$ cat src/rtl/fetch_branch_seq.sv
// Instruction fetch/issue sequencer: fetches words over a req/valid handshake,
// issues them to the decoder and resolves BEQ/BNE to advance the PC.
module fetch_branch_seq #(
    parameter int unsigned     PC_W     = 32,
    parameter logic [PC_W-1:0] RESET_PC = '0
) (
    input  logic            clk,
    input  logic            rst,
    input  logic            run,
    output logic            imem_req,
    output logic [PC_W-1:0] imem_addr,
    input  logic [31:0]     imem_rdata,
    input  logic            imem_valid,
    output logic [31:0]     instr,
    output logic [5:0]      opcode,
    output logic            instr_valid,
    input  logic            Br,
    input  logic            ZeroCheck,
    input  logic            alu_zero,
    input  logic            ex_done,
    output logic [PC_W-1:0] pc,
    output logic            branch_taken
);

    typedef enum logic [1:0] {IDLE, FETCH, ISSUE, WAIT_EX} state_t;

    state_t          state;
    logic [31:0]     ir;
    logic            taken;
    logic [PC_W-1:0] offset;
    logic [PC_W-1:0] pc_seq;
    logic [PC_W-1:0] pc_next;

    assign instr     = ir;
    assign opcode    = ir[31:26];
    assign imem_addr = pc;

    // opcode[0] distinguishes BNE from BEQ, inverting the zero-flag sense
    always_comb begin
        taken   = Br & ZeroCheck & (alu_zero ^ ir[26]);
        offset  = {{(PC_W-16){ir[15]}}, ir[15:0]} << 2;
        pc_seq  = pc + PC_W'(4);
        pc_next = taken ? pc_seq + offset : pc_seq;
    end

    always_ff @(posedge clk or posedge rst) begin
        if (rst) begin
            state        <= IDLE;
            pc           <= RESET_PC;
            ir           <= '0;
            imem_req     <= 1'b0;
            instr_valid  <= 1'b0;
            branch_taken <= 1'b0;
        end else begin
            branch_taken <= 1'b0;
            case (state)
                IDLE: begin
                    if (run) begin
                        state    <= FETCH;
                        imem_req <= 1'b1;
                    end
                end
                FETCH: begin
                    if (imem_valid) begin
                        ir          <= imem_rdata;
                        imem_req    <= 1'b0;
                        instr_valid <= 1'b1;
                        state       <= ISSUE;
                    end
                end
                ISSUE: begin
                    instr_valid <= 1'b0;
                    state       <= WAIT_EX;
                end
                WAIT_EX: begin
                    if (ex_done) begin
                        pc           <= pc_next;
                        branch_taken <= taken;
                        if (run) begin
                            state    <= FETCH;
                            imem_req <= 1'b1;
                        end else begin
                            state <= IDLE;
                        end
                    end
                end
                default: state <= IDLE;
            endcase
        end
    end

endmodule

$ cat config.mk
export PLATFORM = sky130hd
export DESIGN_NAME = fetch_branch_seq
export DESIGN_NICKNAME = d
export VERILOG_FILES = /design/src/rtl/fetch_branch_seq.sv
export SDC_FILE = /design/constraint.sdc
export NUM_CORES = 1
export LEC_CHECK = 0
export CAP_MARGIN = 25
export CORE_ASPECT_RATIO = 0.9
export CORE_MARGIN = 3
export CORE_UTILIZATION = 45
export CTS_BUF_LIST = sky130_fd_sc_hd__clkbuf_4
export CTS_CLUSTER_SIZE = 8
export DETAILED_ROUTE_END_ITERATION = 8
export PLACE_DENSITY = 0.86
export SETUP_SLACK_MARGIN = 0.4
export SLEW_MARGIN = 20
export SYNTH_ARGS = -nofsm -noshare
export SYNTH_HDL_FRONTEND = slang
export SYNTH_SLANG_ARGS = --single-unit
$ cat constraint.sdc
create_clock -name clk -period 3.87 [get_ports clk]
set_input_delay 0.9675 -clock clk [delete_from_list [all_inputs] [get_ports clk]]
set_output_delay 0.9675 -clock clk [all_outputs]
set_load 0.03 [all_outputs]
==> results of run 1 <==
## layer usage
| metal | routed length (um) | share of wire |
|---|---|---|
| met2 | 7930 | 0.47 |
| met1 | 7030 | 0.41 |
| met4 | 330 | 0.019 |
| met3 | 1750 | 0.10 |
| met5 | 0 | 0 |
## final timing paths
check                        startpoint             to
max reg2reg                imem_addr[3]  imem_addr[29]
max                        imem_addr[3]  imem_addr[29]
max in group asynchronous           rst  imem_addr[10]
min                           instr[18]      instr[18]
min in group asynchronous           rst      instr[10]
min reg2reg                   instr[18]      instr[18]
## cells by family (layout without fill, tap and decap cells)
logic type | count (synthesis) | after routing | share of synthesized area
buffers and inverters | 83 | 232 | 0.0818
adder cells (fa/ha/maj) | 44 | 44 | 0.0986
other | 1 | 4 | 0.000662
XOR/XNOR | 50 | 50 | 0.0773
AND/OR/NAND/NOR | 201 | 201 | 0.187
AO/OA/AOI/OAI | 175 | 175 | 0.191
flip-flops | 67 | 67 | 0.296
multiplexers | 34 | 34 | 0.0674
## area by class of cell
class,count,area (um2)
clock buffer,9,67.6
sequential,67,1690
tap,160,200
timing repair buffer,197,1840
clock inverter,7,101
inverter,19,71.3
multi-input combinational,508,3880
fill,936,4320
## worst register-to-register path: stages (launching register included)
cell and delay [ps]:
dfrtp_2 420, ha_4 150, nand3_4 80, or3_4 430, nor3b_4 260, nand4_1 220
xnor2_2 280, ha_4 260, a21o_1 200, a21o_1 190, a21oi_2 210, o21bai_1 110
a41o_1 240, a21oi_2 150, xor2_1 170, o211ai_1 90
## cells in the final DEF (no fill, tap or decap), types with 6 or more instances in the layout
| master | instances |
|---|---|
| inv_1 | 18 |
| clkdlybuf4s50_1 | 140 |
| ha_4 | 6 |
| nand2_1 | 54 |
| nand3_1 | 21 |
| nor3_1 | 10 |
| nor2_1 | 39 |
| a21oi_1 | 51 |
| xor2_1 | 15 |
| mux2_2 | 33 |
| a21oi_2 | 9 |
| a31oi_1 | 8 |
| ha_1 | 34 |
| and3_1 | 9 |
| nor2_2 | 6 |
| a21o_1 | 24 |
| clkbuf_4 | 9 |
| xnor2_1 | 29 |
| dfrtp_1 | 56 |
| buf_4 | 53 |
| o21ai_0 | 25 |
| o21ai_1 | 6 |
| nand4_1 | 9 |
| dfrtp_2 | 11 |
| o22ai_1 | 11 |
| nor4_1 | 7 |
## through the flow
stage	instances	area (um2)
3_5_place_dp	909	7040
3_3_place_gp	909	7040
2_1_floorplan	658	5720
5_1_grt	967	7850
6_report	967	7850
4_1_cts	945	7480
## what timing repair did
| item | 4_1_cts | 5_1_grt |
|---|---|---|
| gates resized for setup | 31 | 42 |
| setup endpoints to repair | 12 | 14 |
| setup buffers | 20 | 22 |
| pin swaps | 28 | 37 |
## state kept, by name, summed over array words and instances, names as in the netlist
register	flops
instr	32
branch_taken	1
imem_addr	30
state	2
instr_valid	1
imem_req	1
==> flow_summary_export.csv, run 1 <==
group,metric,value,unit
sta,maxSlewHeadroom,0.428,
yosys,ys_seq_area_frac,0.296,
grt,antenna_found_initial,0,
worst_setup_path,path_cells,"ha_4 > nand3_4 > or3_4 > nor3b_4 > nand4_1 > xnor2_2 > ha_4 > a21o_1 > a21o_1 > a21oi_2 > o21bai_1 > a41o_1 > a21oi_2 > xor2_1 > o211ai_1",
floorplanning,rows,38,
worst_setup_path,crit_family,"compound AO/OA/AOI/OAI gates",
worst_setup_path,cp-end-kind,"flop",
sta,hold_violations,0,
cts,cts_buffers,9,
yosys,yosys.area.top_type,"dfrtp_1",
worst_setup_path,cp-start-kind,"flop",
worst_setup_path,crit_slowest_cell,"dfrtp_2",
worst_hold_path,hold_class,"flop to flop",
yosys,synth-edff-count,0,
cts,cts.sinks,67,
routing,drc,0,
cells_and_area,drive_gt1_frac,0.230,
routing,via_per_inst,5.78,
worst_setup_path,required,4220,ps
yosys,ys.flop_type,"dfrtp_1",
floorplanning,die_x,124,um
yosys,synth.most_common_cell,"dfrtp_1",
routing,vias,5585,
run_status,outcome,"completed",
cts,clockBufferDepth,2,
sta,setup_viol,0,
sta,fin_crit,3570,ps
yosys,synth_top_area_frac,0.296,
worst_hold_path,holdPathStages,1,
worst_setup_path,critPathMaxFanout,4,
grt,grt_use_met2,0.365,
place,portBuffers,140,
yosys,yosys.cell_types.count,69,
grt,top_usage_layer,"met2",
grt,use_met1,0.290,
floorplanning,dieArea,0.0140,mm2
grt,met3_usage,0.0709,
sta,fin_setup_tns,0,ps
yosys,ys_seq_elements,67,
yosys,syn-mean-instance-area,8.64,um2
cells_and_area,antenna_cells,0,
cts,htree_levels,3,
sta,maxSlewViolCount,0,
cts,tritoncts,"done",
grt,grt_pass1_vias,5185,
worst_setup_path,critPathKind,"flop to flop",
yosys,synth_warnings,0,
worst_setup_path,ff2ff_setup_slack,300,ps
worst_setup_path,cp.arrival,3910,ps
place,preCtsSetupSlack,75.0,ps
sta,holdWs,525,ps
yosys,async_flop_share,1.00,
grt,grt_max_degree,68,
worst_setup_path,slowest_delay,420,ps
cts,clock_latency,460,ps
sta,fin_skew,15.1,ps
yosys,synth.area.top_cells,"dfrtp_1, ha_1, mux2_2",
yosys,synth_commonest_cells,"dfrtp_1, a21oi_1, nand2_1",
sta,rsz0062_at_grt,"true",
place,dp.final_hpwl,11400,um
cts,clk_pin_slew_worst_paths,130,ps
flow_run,maxCapViolations,0,
worst_setup_path,critPathBufInv,0,
routing,ant_nets,0,
cells_and_area,final_core_util,0.645,
floorplanning,pin_count,145,
sta,tightest_slew,859,ps
cells_and_area,num-nets-final,886,
worst_setup_path,cp_num_cells,15,
routing,wl_per_cell,17.6,um
grt,grt_pass1_wl,25900,um
sta,fin_ws,305,ps
floorplanning,fp.dieH,112,um
cts,cts_root_buf,"clkbuf_4",
floorplanning,core-area,0.0122,mm2
cells_and_area,syn_to_final_growth,38.7,%
yosys,synthCells,655,
sta,post-route-period-util,0.921,
worst_setup_path,r2r_cells,15,
floorplanning,start_util,0.465,
sta,max_freq,280,MHz
routing,wl,17000,um
yosys,netlist_area,0.00566,mm2
place,routabilityCongestion,0.975,
grt,grt_usage,0.223,
grt,grt-ovfl-total,0,
routing,drt_iter0_markers,489,
cts,ctsHoldBuffers,0,
routing,firstDrtPassIters,5,
Power of run 1 is left out: the tool's default activity adds up to more than one toggle a clock period on the data nets, which glitch-free logic cannot reach.
==> inputs of run 2 (changes only) <==
--- a/config.mk
+++ b/config.mk
@@ -18,3 +18,4 @@
 export SYNTH_ARGS = -nofsm -noshare
 export SYNTH_HDL_FRONTEND = slang
 export SYNTH_SLANG_ARGS = --single-unit
+export TNS_END_PERCENT = 1
==> constraint.sdc (replaced) <==
create_clock -name clk -period 3.87 [get_ports clk]
set_input_delay 0.9675 -clock clk [delete_from_list [all_inputs] [get_ports clk]]
set_output_delay 0.9675 -clock clk [all_outputs]
set_load 0.01 [all_outputs]
==> run 2 against run 1 <==
Against the previous run: global-route usage rose by 0.070 points; setup slack got worse by 7.2 ps; non-clock buffer count fell by 6; highest routed layer unchanged; fmax fell by 0.20%; largest cell class unchanged; final cell count fell by 0.62%; utilization fell by 0.75 points.
==> flow_summary_export.csv, run 2 (synthesis results as in run 1) <==
group,metric,value,unit
place,routabilityCongestion,0.980,
worst_setup_path,crit_slowest_cell,"or3_4",
worst_setup_path,path_cells,"ha_4 > nand3_4 > or3_4 > nor3b_4 > nand2_2 > xnor2_2 > ha_1 > nand4_1 > nor2_2 > a2bb2oi_2 > o2111ai_2 > a41o_1 > a21oi_2 > xor2_1 > o211ai_1",
floorplanning,die_x,124,um
floorplanning,start_util,0.465,
grt,grt_usage,0.224,
place,portBuffers,140,
grt,grt-ovfl-total,0,
routing,via_per_inst,5.81,
sta,tightest_slew,766,ps
cells_and_area,syn_to_final_growth,37.1,%
floorplanning,dieArea,0.0140,mm2
cts,cts_root_buf,"clkbuf_4",
power,power_density,995,mW/mm2
cells_and_area,drive_gt1_frac,0.217,
worst_setup_path,required,4190,ps
routing,ant_nets,0,
power,leakagePower,0.00338,uW
place,dp.final_hpwl,11400,um
floorplanning,rows,38,
sta,maxSlewViolCount,0,
sta,fin_setup_tns,0,ps
sta,setup_viol,0,
sta,fin_ws,298,ps
routing,vias,5585,
power,ir_drop,0.000450,V
cells_and_area,largest_reg_flops,32,
sta,post-route-period-util,0.923,
routing,drc,0,
grt,antenna_found_initial,0,
worst_setup_path,cp-start-kind,"flop",
worst_setup_path,critPathMaxFanout,4,
cells_and_area,final_common_cell,"clkdlybuf4s50_1",
cells_and_area,num-nets-final,880,
cts,clock_latency,440,ps
sta,maxSlewHeadroom,0.489,
cts,cts.sinks,67,
floorplanning,pin_count,145,
floorplanning,core-area,0.0122,mm2
sta,fin_skew,16.4,ps
grt,grt_pass1_vias,5211,
routing,firstDrtPassIters,6,
worst_setup_path,cp.arrival,3890,ps
cells_and_area,stdcell_count,961,
place,preCtsSetupSlack,96.5,ps
cts,tritoncts,"done",
grt,grt_pass1_wl,26100,um
routing,wl,16600,um
floorplanning,fp.dieH,112,um
routing,drt_iter0_markers,554,
cts,clockBufferDepth,2,
power,power,7720,uW
sta,fin_crit,3570,ps
cts,clk_pin_slew_worst_paths,130,ps
sta,rsz0062_at_grt,"true",
cells_and_area,antenna_cells,0,
place,dp.cells,914,
worst_setup_path,slowest_delay,450,ps
sta,hold_violations,0,
cts,htree_levels,3,
routing,wl_per_cell,17.3,um
worst_setup_path,cp-end-kind,"flop",
worst_setup_path,critPathKind,"flop to flop",
run_status,outcome,"completed",
cts,cts_buffers,9,
flow_run,maxCapViolations,0,
cts,ctsHoldBuffers,0,
worst_hold_path,hold_class,"flop to flop",
cells_and_area,layout_common_cells,"clkdlybuf4s50_1, dfrtp_1, nand2_1, a21oi_1, buf_4",
grt,grt_max_degree,39,
sta,holdWs,517,ps
sta,max_freq,280,MHz
[run 2: per-stage QoR]
stage	cell area [um2]	util
detailed placement	7060	0.580
floorplan	5700	-
CTS	7420	0.609
global placement	7060	0.580
finish	7760	0.638
global route	7760	0.638
[run 2: critical path: cells and delay by family, from the launching register on]
| kind | cells | cell delay (ps) |
|---|---|---|
| AOI/OAI and AO/OA | 5 | 930 |
| xor gates and xnor gates | 2 | 380 |
| adders and majority gates | 2 | 510 |
| DFF | 1 | 430 |
| and+or+nand+nor | 6 | 1190 |
[run 2: metal layers]
layer	global-route usage	vias to the layer above	routed length (um)
met2	0.342	315	7550
met1	0.312	2619	7120
met4	0.0526	0	305
met5	0	-	0
li1	-	2615	-
met3	0.0709	36	1650
[run 2: report_power, final]
part / internal [uW] / switching, uW
registers: 1040 / 473
clock network: 261 / 280
logic: 2850 / 2820
total: 4150 / 3580
[run 2: layout make-up]
cell class | count | area, um2
fillers | 1001 | 4410
inverters | 19 | 71.3
clock inverters | 7 | 92.6
flip-flops and latches | 67 | 1690
clock buffers | 9 | 67.6
well taps | 160 | 200
repair buffers | 191 | 1790
multi-input cells | 508 | 3850
[run 2: final timing paths]
| path | start | endpoint | slack [ps] | cells past startpoint |
|---|---|---|---|---|
| setup reg to reg | imem_addr[3] | imem_addr[29] | 300 | 15 |
| hold reg to reg | instr[18] | instr[18] | 520 | 1 |
| hold / removal | instr[18] | instr[18] | 520 | 1 |
| max in group asynchronous | rst | state[0] | 2230 | 3 |
| setup / recovery | imem_addr[3] | imem_addr[29] | 300 | 15 |
| min in group asynchronous | rst | instr[5] | 900 | 2 |
[run 2: timing repair]
| action | CTS | global route |
|---|---|---|
| setup endpoints to repair | 13 | 15 |
| resized for setup | 19 | 49 |
| pin swaps | 15 | 29 |
| setup buffers | 16 | 15 |
No activity file was read; power rests on OpenSTA's default activity.
==> inputs of run 3 (changes only) <==
--- a/config.mk
+++ b/config.mk
@@ -12,6 +12,7 @@
 export CTS_BUF_LIST = sky130_fd_sc_hd__clkbuf_4
 export CTS_CLUSTER_SIZE = 8
 export DETAILED_ROUTE_END_ITERATION = 8
+export GPL_TIMING_DRIVEN = 0
 export PLACE_DENSITY = 0.86
 export SETUP_SLACK_MARGIN = 0.4
 export SLEW_MARGIN = 20
==> run 3 against run 2 <==
Against the previous run: register-to-register slack got worse by 160 ps; critical path depth increased by 1; cell area increased by 2.9%; highest routed layer unchanged; power increased by 1.8%; utilization increased by 1.8 points; sequential power increased by 3%; clock power increased by 4.4%; die area unchanged; global-route usage increased by 1.2 points; sequential share of layout area decreased by 0.56 points; non-clock buffer count increased by 44.
==> flow_summary_export.csv, run 3 (synthesis results as in run 1) <==
group,metric,value,unit
power,ir_drop,0.000567,V
routing,via_per_inst,5.80,
worst_setup_path,cp-start-kind,"flop",
cells_and_area,multi_input_area,0.00379,mm2
floorplanning,start_util,0.465,
sta,post-route-period-util,0.964,
sta,setup_viol,0,
place,place_area,0.00733,mm2
cts,clock_latency,460,ps
sta,rsz0062_at_grt,"true",
worst_hold_path,hold_class,"flop to flop",
worst_hold_path,worstHoldEndpoint,"instr[22]",
sta,fin_skew,14.8,ps
power,p_sw_frac,0.461,
worst_setup_path,critPathBufInv,1,
power,p_switching,3620,uW
floorplanning,pin_count,145,
cts,cts_root_buf,"clkbuf_4",
cells_and_area,num-nets-final,924,
routing,wl,17400,um
worst_setup_path,cp.arrival,4070,ps
worst_hold_path,holdPathStages,1,
sta,holdWs,522,ps
floorplanning,core-area,0.0122,mm2
floorplanning,fp.dieH,112,um
sta,max_freq,268,MHz
sta,fin_crit,3730,ps
floorplanning,rows,38,
worst_setup_path,r2r-start,"imem_addr[2]",
sta,hold_violations,0,
worst_setup_path,crit_slowest_cell,"dfrtp_2",
cells_and_area,syn_to_final_growth,41.0,%
worst_setup_path,path_cells,"ha_4 > nand3_4 > or3_4 > buf_8 > nor3b_4 > nand4_1 > xnor2_2 > ha_4 > a21o_1 > o41a_1 > o21a_1 > nor2_2 > o2111ai_2 > o211ai_1 > a41o_1 > nand4_1",
cells_and_area,largest_reg_flops,32,
sta,tightest_slew,728,ps
place,portBuffers,140,
cells_and_area,layout_common_cells,"clkdlybuf4s50_1, buf_4, dfrtp_1, nand2_1, a21oi_1",
grt,grt_pass1_vias,5503,
routing,firstDrtPassIters,5,
cells_and_area,drive_gt1_frac,0.224,
cells_and_area,regArea,0.00169,mm2
worst_setup_path,critPathKind,"flop to flop",
cts,clk_pin_slew_worst_paths,130,ps
routing,vias,5833,
worst_setup_path,crit_family,"compound AO/OA/AOI/OAI gates",
grt,grt_usage,0.237,
worst_setup_path,r2r_cells,16,
power,pwr-share-comb,0.730,
place,routabilityCongestion,1.01,
routing,wl_per_cell,17.3,um
routing,drt_iter0_markers,498,
cts,cts_buffers,9,
cts,htree_levels,3,
sta,maxSlewHeadroom,0.515,
worst_setup_path,ff2ff_setup_slack,140,ps
cts,clockBufferDepth,2,
grt,antenna_found_initial,0,
cells_and_area,n_fill_cell,960,
power,internal_power,4240,uW
worst_setup_path,slowest_delay,460,ps
grt,grt_pass1_wl,27200,um
cells_and_area,antenna_cells,0,
power,seq_power_share,0.198,
run_status,outcome,"completed",
flow_run,maxCapViolations,0,
worst_setup_path,critPathMaxFanout,5,
cts,cts.sinks,67,
worst_setup_path,required,4210,ps
worst_setup_path,reg2reg_to,"imem_addr[31]",
power,leakagePower,0.00350,uW
routing,drc,0,
sta,maxSlewViolCount,0,
worst_setup_path,cp-end-kind,"flop",
grt,grt-ovfl-total,0,
cts,tritoncts,"done",
grt,grt_max_degree,42,
floorplanning,die_x,124,um
routing,ant_nets,0,
place,dp.final_hpwl,12000,um
power,p_clk_frac,0.072,
floorplanning,dieArea,0.0140,mm2
cells_and_area,fin_area,0.00798,mm2
power,power_density,985,mW/mm2
worst_hold_path,hp-start,"instr[22]",
cells_and_area,final_common_cell,"clkdlybuf4s50_1",
run 3: worst register-to-register path: cells and delay by family (launching register included):
family          cells  cell delay, ps
buf+inv             1             150
compound gates      6            1180
xor+xnor            1             260
fa+ha+maj           2             440
flops               1             460
simple gates        6            1150
run 3: cell type report:
class,instances,area share
multi-input cells,508,0.474
flip-flops and latches,67,0.212
inverters,19,0.00925
clock buffers,9,0.00846
repair buffers,171,0.207
clock inverters,7,0.0127
plain buffers,64,0.0513
well taps,160,0.0251
run 3: how the worst max path moves through the flow:
stage	slack, ps	from	end	depth (start not counted)
3_5_place_dp	-110	imem_addr[4]	imem_addr[31]	16
6_report	140	imem_addr[2]	imem_addr[31]	16
4_1_cts	190	imem_addr[2]	imem_addr[31]	16
2_1_floorplan	380	imem_addr[4]	imem_addr[31]	16
3_3_place_gp	-230	rst	imem_addr[2]	2
5_1_grt	-30	imem_addr[2]	imem_addr[31]	16
run 3: repair_timing:
action | in CTS | in global routing
endpoints found under the setup margin | 15 | 17
resized for setup | 25 | 38
gates cloned | 0 | 0
hold buffers | 0 | 0
pin swaps | 15 | 20
buffers inserted | 18 | 11
run 3: per-layer routing:
layer	vias up	share of wire	routed length, um	global-route usage
li1	2685	-	-	-
met2	374	0.45	7830	0.373
met4	0	0.023	401	0.0687
met3	51	0.12	2010	0.0775
met5	-	0	0	0
met1	2723	0.41	7110	0.313
run 3: power by group through the flow:
stage                     clock (uW)  combinational [uW]  sequential [uW]
after global placement             0                4990             1560
after floorplan                    0                3250             1590
after CTS                        570                5320             1560
after global routing             596                6200             1620
final                            565                5740             1560
after detailed placement           0                5050             1570
run 3: through the flow:
stage / total power [uW] / setup TNS, ps / util / setup slack (ps) / std cells
2_1_floorplan: 4840 / 0 / - / 380 / 658
3_3_place_gp: 6550 / -1820 / 0.600 / -234 / 958
3_5_place_dp: 6620 / -265 / 0.602 / -110 / 959
4_1_cts: 7450 / 0 / 0.634 / 190 / 993
5_1_grt: 8420 / -28.8 / 0.656 / -28.8 / 1005
6_report: 7860 / 0 / 0.656 / 140 / 1005
